$ cat src/rtl/icache_refill_ctrl_pkg.sv
// Shared definitions for the instruction-cache refill sequencer.
// Contents: state encoding, replacement LFSR constants and line-offset constants.
package icache_refill_ctrl_pkg;

    typedef enum logic [1:0] {
        IDLE  = 2'd0,
        BEAT0 = 2'd1,
        BEAT1 = 2'd2,
        FILL  = 2'd3
    } refill_state_t;

    // Taps for x^8+x^6+x^5+x^4+1 when the register shifts left (bits 7,5,4,3).
    localparam logic [7:0] LFSR_TAP_MASK = 8'hB8;
    localparam logic [7:0] LFSR_SEED_DEF = 8'hA5;

    localparam logic [2:0] LINE_OFS_W0 = 3'b000;
    localparam logic [2:0] LINE_OFS_W1 = 3'b100;

    function automatic logic [7:0] lfsr_step(input logic [7:0] s);
        return {s[6:0], ^(s & LFSR_TAP_MASK)};
    endfunction

endpackage

$ cat src/rtl/icache_refill_ctrl_lfsr.sv
// 8-bit Fibonacci LFSR used to pick the replacement victim.
// It advances only when enabled and reloads its seed on synchronous reset.
module refill_lfsr
    import icache_refill_ctrl_pkg::*;
#(
    parameter logic [7:0] SEED = LFSR_SEED_DEF
) (
    input  logic       CLK,
    input  logic       RESET,
    input  logic       en,
    output logic [7:0] lfsr
);

    always_ff @(posedge CLK) begin
        if (RESET) begin
            lfsr <= SEED;
        end else if (en) begin
            lfsr <= lfsr_step(lfsr);
        end
    end

endmodule

$ cat src/rtl/icache_refill_ctrl.sv
// Miss/refill sequencer: fetches a 2-word line in two beats, then strobes it into the cache.
// While a refill is in flight, Stall holds the pipeline; a redirect squashes the line once both beats have been received.
module icache_refill_ctrl
    import icache_refill_ctrl_pkg::*;
#(
    parameter int         WAYS      = 4,
    parameter int         IDX_W     = 2,
    parameter logic [7:0] LFSR_SEED = LFSR_SEED_DEF
) (
    input  logic             CLK,
    input  logic             RESET,
    input  logic [31:0]      PC,
    input  logic             NOT_JUMPED,
    input  logic             Hit,
    output logic             mem_req,
    output logic [31:0]      mem_addr,
    input  logic             mem_ack,
    input  logic [31:0]      mem_rdata,
    output logic             Access_MM,
    output logic [63:0]      Data_MM,
    output logic [IDX_W-1:0] victim,
    output logic             Stall,
    output logic [19:0]      CNT_REFILL,
    output logic [19:0]      CNT_ABORT
);

    refill_state_t     state, state_d;
    logic [28:0]       line_q, line_d;
    logic              abort_q, abort_d;
    logic              mem_req_d;
    logic [31:0]       mem_addr_d;
    logic              access_d;
    logic [63:0]       data_d;
    logic [IDX_W-1:0]  victim_d;
    logic              stall_d;
    logic [19:0]       cnt_refill_d, cnt_abort_d;
    logic [7:0]        lfsr;
    logic              lfsr_en;
    logic              squash;
    logic              unused_pc;

    assign squash    = ~NOT_JUMPED;
    assign unused_pc = ^PC[2:0];

    refill_lfsr #(.SEED(LFSR_SEED)) u_lfsr (
        .CLK   (CLK),
        .RESET (RESET),
        .en    (lfsr_en),
        .lfsr  (lfsr)
    );

    always_comb begin
        state_d      = state;
        line_d       = line_q;
        abort_d      = abort_q;
        mem_req_d    = mem_req;
        mem_addr_d   = mem_addr;
        access_d     = 1'b0;
        data_d       = Data_MM;
        victim_d     = victim;
        cnt_refill_d = CNT_REFILL;
        cnt_abort_d  = CNT_ABORT;
        lfsr_en      = 1'b0;

        unique case (state)
            IDLE: begin
                if (!Hit && NOT_JUMPED) begin
                    line_d     = PC[31:3];
                    mem_addr_d = {PC[31:3], LINE_OFS_W0};
                    mem_req_d  = 1'b1;
                    state_d    = BEAT0;
                end
            end
            BEAT0: begin
                if (squash) abort_d = 1'b1;
                if (mem_ack) begin
                    data_d[63:32] = mem_rdata;
                    mem_addr_d    = {line_q, LINE_OFS_W1};
                    state_d       = BEAT1;
                end
            end
            BEAT1: begin
                if (squash) abort_d = 1'b1;
                if (mem_ack) begin
                    data_d[31:0] = mem_rdata;
                    mem_req_d    = 1'b0;
                    // A redirect landing on the final beat also makes the line stale.
                    if (abort_q || squash) begin
                        cnt_abort_d = CNT_ABORT + 20'd1;
                        state_d     = IDLE;
                    end else begin
                        state_d = FILL;
                    end
                end
            end
            FILL: begin
                access_d     = 1'b1;
                victim_d     = IDX_W'(32'(lfsr) % 32'(WAYS));
                cnt_refill_d = CNT_REFILL + 20'd1;
                lfsr_en      = 1'b1;
                state_d      = IDLE;
            end
            default: state_d = IDLE;
        endcase

        if (state_d == IDLE) abort_d = 1'b0;
        stall_d = (state_d != IDLE);
    end

    always_ff @(posedge CLK) begin
        if (RESET) begin
            state      <= IDLE;
            line_q     <= '0;
            abort_q    <= 1'b0;
            mem_req    <= 1'b0;
            mem_addr   <= '0;
            Access_MM  <= 1'b0;
            Data_MM    <= '0;
            victim     <= '0;
            Stall      <= 1'b0;
            CNT_REFILL <= '0;
            CNT_ABORT  <= '0;
        end else begin
            state      <= state_d;
            line_q     <= line_d;
            abort_q    <= abort_d;
            mem_req    <= mem_req_d;
            mem_addr   <= mem_addr_d;
            Access_MM  <= access_d;
            Data_MM    <= data_d;
            victim     <= victim_d;
            Stall      <= stall_d;
            CNT_REFILL <= cnt_refill_d;
            CNT_ABORT  <= cnt_abort_d;
        end
    end

endmodule

$ cat config.mk
export PLATFORM = sky130hd
export DESIGN_NAME = icache_refill_ctrl
export DESIGN_NICKNAME = d
export VERILOG_FILES = /design/src/rtl/icache_refill_ctrl_pkg.sv /design/src/rtl/icache_refill_ctrl_lfsr.sv /design/src/rtl/icache_refill_ctrl.sv
export SDC_FILE = /design/constraint.sdc
export NUM_CORES = 1
export LEC_CHECK = 0
export ABC_CLOCK_PERIOD_IN_PS = 2200
export CAP_MARGIN = 15
export CORE_UTILIZATION = 45
export DETAILED_ROUTE_END_ITERATION = 8
export PLACE_DENSITY_LB_ADDON = 0.08
export SYNTH_ARGS = -nofsm -noshare
export SYNTH_HDL_FRONTEND = slang
export SYNTH_SLANG_ARGS = --single-unit
$ cat constraint.sdc
create_clock -name CLK -period 2.2 [get_ports CLK]
set_clock_uncertainty 0.05 [all_clocks]
set_input_delay 0.22 -clock CLK [delete_from_list [all_inputs] [get_ports CLK]]
set_output_delay 0.22 -clock CLK [all_outputs]
set_load 0.03 [all_outputs]
==> results of run 1 <==
## stage by stage
step,power [mW],hold WS (ps),setup slack [ps],utilization,cells
2_1_floorplan,6.26,303,216,-,835
3_3_place_gp,7.50,390,229,0.610,1187
3_5_place_dp,7.55,396,205,0.610,1187
4_1_cts,10.5,232,179,0.647,1219
5_1_grt,10.9,249,37.9,0.647,1219
6_report,10.3,232,174,0.647,1219
## flip-flops by register name, indices dropped and copies added (netlist names)
signal       flops
Access_MM        1
CNT_ABORT       20
CNT_REFILL      20
Data_MM         64
Stall            1
abort_q          1
line_q          29
mem_addr        30
mem_req          1
state            2
u_lfsr.lfsr      7
victim           2
## worst min-delay path by stage
stage | from | slack [ps] | cells past startpoint | to
final | RESET | 230 | 2 | victim[0]$_SDFFE_PP0P_
after global routing | RESET | 250 | 2 | CNT_ABORT[4]$_SDFFE_PP0P_
after CTS | RESET | 230 | 2 | victim[0]$_SDFFE_PP0P_
after detailed placement | Data_MM[61]$_SDFFE_PP0P_ | 400 | 2 | Data_MM[61]$_SDFFE_PP0P_
after global placement | Data_MM[35]$_SDFFE_PP0P_ | 390 | 2 | Data_MM[35]$_SDFFE_PP0P_
after floorplan | mem_rdata[31] | 300 | 2 | Data_MM[31]$_SDFFE_PP0P_
## layout make-up
type / count / area (um^2)
clock buffer: 23 / 508
clock inverter: 9 / 68.8
fill: 1323 / 5360
inverter: 13 / 48.8
multi-input combinational: 586 / 3170
sequential: 178 / 3560
tap: 188 / 235
timing repair buffer: 222 / 2250
## power by group
part / internal (mW) / switching (mW) / total (mW)
combinational: 1.45 / 2.11 / 3.57
clock: 1.64 / 1.25 / 2.89
sequential: 3.66 / 0.217 / 3.88
## cells in the mapped netlist, drive strengths merged, types with 10 or more instances
cell,count
a211oi,29
a21oi,120
buf,18
clkbuf,40
dfxtp,178
inv,13
mux2i,35
nand2,206
nand3,13
nand4,10
nor2,57
o21ai,12
or3,10
or4,10
xnor2,15
## cells by family after synthesis
group	after synthesis
compound gates	179
xor+xnor	22
simple gates	341
fa+ha+maj	7
buf+inv	71
flops	178
mux	35
other cells	1
## layer usage
metal | wire (um) | global-route usage
met1 | 7770 | 0.274
met2 | 7630 | 0.334
met3 | 1580 | 0.0915
met4 | 166 | 0.0644
met5 | 0 | 0
==> impl_metrics.tcl, run 1 <==
set metrics [dict create \
    grt_antenna_before_repair 0 \
    die_area_um2 16100 \
    gr-usage-all-layers 0.216 \
    core-area_um2 15200 \
    fin_crit_sh 0.921 \
    netlist.area_leader.share 0.508 \
    rows 45 \
    synth_compound_area_frac 0.145 \
    crit_chain "inv_1 > ha_1 > and2_1 > nand4_1 > buf_4 > or4_1 > a21oi_1" \
    timing.critical_path.from "state[0]$_SDFF_PP0_" \
    cp_max_fo 13 \
    ctsRootBufferMaster "clkbuf_16" \
    holdBufCountCts 0 \
    antenna_left 0 \
    yosysWarnings 0 \
    clock-sinks 178 \
    drv_cap 0 \
    cts_buffers 17 \
    powerDensity_nw_per_um2 1050 \
    netlist.top_cell.by_area "dfxtp_1" \
    start_util 0.462 \
    status "finished, final reports clean" \
    place_area_um2 9270 \
    avgSynthCellArea_um2 8.42 \
    synthTopCellsByArea "dfxtp_1 (51%), nand2_1 (11%), a21oi_1 (8.6%)" \
    critical_path.endpoint "CNT_ABORT[18]$_SDFFE_PP0P_" \
    setup_tns_ps 0 \
    die_y_um 127 \
    reg2reg_from "state[0]$_SDFF_PP0_" \
    viasPerCell 5.08 \
    grt_setup_unrepaired "false" \
    cp.buffers_inverters 2 \
    drc 0 \
    vias 6198 \
    grt-ovfl-total 0 \
    cp_data_arrival_time_ps 2320 \
    wirelength_um 17200 \
    grt_max_degree 71 \
    worstSetupPathType "register to register" \
    clock_latency_ps 410 \
    ctsResizeCount 0 \
    critPathRequiredTime_ps 2500 \
    r2r_end "CNT_ABORT[18]$_SDFFE_PP0P_" \
    hp-class "input port to register" \
    antenna_cells_inserted 0 \
    ys_seq_elements 178 \
    grt_pass1_vias 5735 \
    synthArstFlopShare 0 \
    fin_area_um2 9840 \
    final_cell_mix "nand2_1 (206), clkdlybuf4s50_1 (203), dfxtp_1 (178)" \
    synthXorXnorAreaFrac 0.0274 \
    cts_tree "yes" \
    synthFlopType "dfxtp_1" \
    htree_levels 4 \
    tightest_slew_ps 593 \
    synth_top_family_by_area "simple AND/OR/NAND/NOR gates" \
    netlist_instances 834 \
    portBuffers 204 \
    clk_pin_slew_ps 70 \
    synth-adder-area-share 0.0125 \
    final_common_cell "nand2_1" \
    grt_pass1_wl_um 27900 \
    reg2reg_slack_ps 170 \
    ioPinCount 210 \
    power.leakage_nw 3.37 \
    reg2reg_depth 7 \
    synthSimpleGateAreaFrac 0.214 \
    post-dp-hpwl_um 11100 \
    min_period_ps 2030 \
    slew_headroom 0.605 \
    netlist_area_um2 7020 \
    setup_violations 0 \
    clock_path_buffers 2 \
    peakVddDrop_v 0.000568 \
    drt-initial-drc-count 319 \
    gp_congestion 0.762 \
    final_hold_viol_count 0 \
    crit_path_end_kind "register" \
    first_pass_iters 4 \
    startpoint_type "register" \
    drive_above_1_share 0.0563 \
    synth_cell_type_count 41 \
    syn2layout_area_growth_pct 40.2 \
    crit_cells 7 \
    fmax_mhz 494 \
    chipWidth_um 127 \
    crit_slowest_cell "or4_1" \
    wl_per_cell_um 14.1 \
    slowest_delay_ps 400 \
    synth_edf_count 0 \
    path_delay_family "simple AND/OR/NAND/NOR gates" \
    cts_setup_buffers 0 \
    seq_area_frac_synth 0.508 \
    maxSlewViolCount 0 \
    synth.area.mux_share 0.0499 \
    nets 1094 \
]
No activity file was read; power rests on OpenSTA's default activity.
==> run 2, diff against run 1 <==
ABC_AREA = 1   (was not set)
CELL_PAD_IN_SITES_DETAIL_PLACEMENT = 0   (was not set)
CELL_PAD_IN_SITES_GLOBAL_PLACEMENT = 1   (was not set)
CORE_UTILIZATION = 33   (was 45)
SETUP_SLACK_MARGIN = 0.5   (was not set)
==> impl_metrics.tcl, run 2 <==
set metrics [dict create \
    status "finished, final reports clean" \
    avgSynthCellArea_um2 7.36 \
    ctsRootBufferMaster "clkbuf_16" \
    cp_max_fo 17 \
    startpoint_type "register" \
    drive_above_1_share 0.0884 \
    final_common_cell "nand2_1" \
    slew_headroom 0.605 \
    largest_register_ffs 64 \
    fin_cells 1452 \
    reg2reg_from "state[1]$_SDFF_PP0_" \
    netlist_instances 962 \
    min_period_ps 1650 \
    holdBufCountCts 0 \
    die_y_um 148 \
    critical_path.endpoint "mem_addr[28]$_SDFFE_PP0P_" \
    fill_cells 2210 \
    regMostFlops "Data_MM" \
    cp_data_arrival_time_ps 1930 \
    ys_seq_elements 178 \
    wirelength_um 20900 \
    reg2reg_depth 8 \
    start_util 0.337 \
    multiInputGateArea_um2 3210 \
    grt-ovfl-total 0 \
    setup_violations 0 \
    synthTopCellsByArea "dfxtp_1 (50%), nand2_1 (11%), nor2_1 (11%)" \
    nets 1241 \
    powerDensity_nw_per_um2 1110 \
    fmax_mhz 608 \
    synthArstFlopShare 0 \
    synth_most_common_cell "nand2_1" \
    htree_levels 4 \
    first_pass_iters 4 \
    seq_area_um2 3580 \
    setup_tns_ps 0 \
    reg2reg_slack_ps 550 \
    final_cell_mix "nand2_1 (202), nor2_1 (196), dfxtp_1 (174)" \
    fin_util 0.487 \
    clock_latency_ps 420 \
    final_hold_viol_count 0 \
    antenna_cells_inserted 0 \
    synthFlopType "dfxtp_1" \
    critPathRequiredTime_ps 2490 \
    grt_setup_unrepaired "true" \
    core-area_um2 21000 \
    synth_edf_count 0 \
    power.leakage_nw 4.53 \
    dp.cells 1407 \
    drt-initial-drc-count 285 \
    yosysWarnings 0 \
    cts_tree "yes" \
    seq_area_frac_synth 0.504 \
    vias 6749 \
    drv_cap 0 \
    maxSlewViolCount 0 \
    chipWidth_um 148 \
    tightest_slew_ps 592 \
    netlist_area_um2 7080 \
    clock_path_buffers 2 \
    synth_common_cells "nand2_1 (204), nor2_1 (201), dfxtp_1 (178), o21ai_0 (114), a21oi_1 (55)" \
    drc 0 \
    antenna_left 0 \
    clock-sinks 178 \
    netlist.area_leader.share 0.504 \
    post-dp-hpwl_um 13500 \
    portBuffers 204 \
    crit_path_end_kind "register" \
    grt_pass1_wl_um 33000 \
    ioPinCount 210 \
    peakVddDrop_v 0.000532 \
    clk_pin_slew_ps 70 \
    power.total_mw 11.4 \
    worstSetupPathType "register to register" \
    hp-class "input port to register" \
    grt_antenna_before_repair 1 \
    fin_crit_sh 0.748 \
    syn2layout_area_growth_pct 44.6 \
    gp_congestion 0.781 \
    wl_per_cell_um 14.4 \
    r2r_end "mem_addr[28]$_SDFFE_PP0P_" \
    rows 53 \
    timing.critical_path.from "state[1]$_SDFF_PP0_" \
    cts_buffers 17 \
    reg_top3 "Data_MM x64, mem_addr x30, line_q x29" \
    netlist.top_cell.by_area "dfxtp_1" \
    synth_cell_type_count 32 \
    grt_max_degree 49 \
    grt_pass1_vias 6274 \
    viasPerCell 4.65 \
    gr-usage-all-layers 0.189 \
    die_area_um2 22000 \
]
## run 2: changes by cell type in the layout (fill, tap and decap cells not counted), moves of 13 or more
cell	previous run	this run
o21ai_0	12	113
xnor2_1	15	2
a31oi_1	0	30
dlygate4sd2_1	0	134
mux2i_1	35	0
a211oi_1	29	0
nor2_1	57	196
a21oi_1	120	55
clkdlybuf4s50_1	203	64
inv_1	13	43
## run 2: kinds of logic (layout without fill, tap and decap cells)
logic type | after synthesis | after routing | share of synthesized area
simple gates | 460 | 460 | 0.264
compound gates | 203 | 203 | 0.150
flops | 178 | 178 | 0.504
buf+inv | 105 | 319 | 0.0599
xor+xnor | 8 | 8 | 0.00990
fa+ha+maj | 7 | 7 | 0.0124
other cells | 1 | 2 | 0.000530
## run 2: per-layer routing
metal	GRT usage	routed length, um	vias up
met5	0	13	-
li1	-	-	3526
met2	0.295	9180	174
met4	0.0464	152	2
met1	0.259	10400	3038
met3	0.0491	1150	9
## run 2: worst min path at each step
| stage | end | from | cells past startpoint | slack, ps |
|---|---|---|---|---|
| 2_1_floorplan | line_q[0]$_SDFFE_PP0P_ | PC[3] | 2 | 310 |
| 3_5_place_dp | CNT_REFILL[7]$_SDFFE_PP0P_ | CNT_REFILL[7]$_SDFFE_PP0P_ | 2 | 400 |
| 5_1_grt | line_q[8]$_SDFFE_PP0P_ | PC[11] | 3 | 330 |
| 6_report | line_q[24]$_SDFFE_PP0P_ | PC[27] | 3 | 320 |
| 4_1_cts | line_q[8]$_SDFFE_PP0P_ | PC[11] | 3 | 310 |
| 3_3_place_gp | u_lfsr.lfsr[2]$_SDFFE_PP1P_ | u_lfsr.lfsr[2]$_SDFFE_PP1P_ | 2 | 390 |
## run 2: final cells by class
class / count / share of cell area
Inverter: 50 / 0.0196
Clock inverter: 12 / 0.0127
Clock buffer: 19 / 0.0433
Multi-Input combinational cell: 680 / 0.314
Timing Repair Buffer: 238 / 0.227
Tap cell: 275 / 0.0336
Sequential cell: 178 / 0.350
## run 2: repair_timing
| action | 4_1_cts | 5_1_grt |
|---|---|---|
| setup buffers | 1 | 8 |
| cloned | 1 | 4 |
| setup endpoints to repair | 183 | 85 |
| gates resized for setup | 145 | 40 |
| pin swaps | 1 | 6 |
## run 2: through the flow
step / setup WS, ps / instance area [um^2] / hold slack, ps
3_5_place_dp: 245 / 9440 / 400
6_report: 554 / 10200 / 323
3_3_place_gp: 269 / 9440 / 391
4_1_cts: 489 / 9910 / 307
2_1_floorplan: 575 / 7080 / 314
5_1_grt: 465 / 10200 / 334
## run 2: where the power goes
group          leakage [nW]  switching (mW)  total [mW]  internal, mW
Sequential             1.45           0.316        4.14          3.82
Clock                 0.280            1.32        3.03          1.71
Combinational          2.80            2.66        4.22          1.55
Total                  4.53            4.30        11.4          7.08
## run 2: worst max-delay path, cell delays in order (launching register included)
cell	delay [ps]
dfxtp_2	350
inv_2	120
ha_4	170
nand3_4	130
o21ai_4	180
buf_12	150
buf_12	140
o21ai_0	80
a31oi_1	190
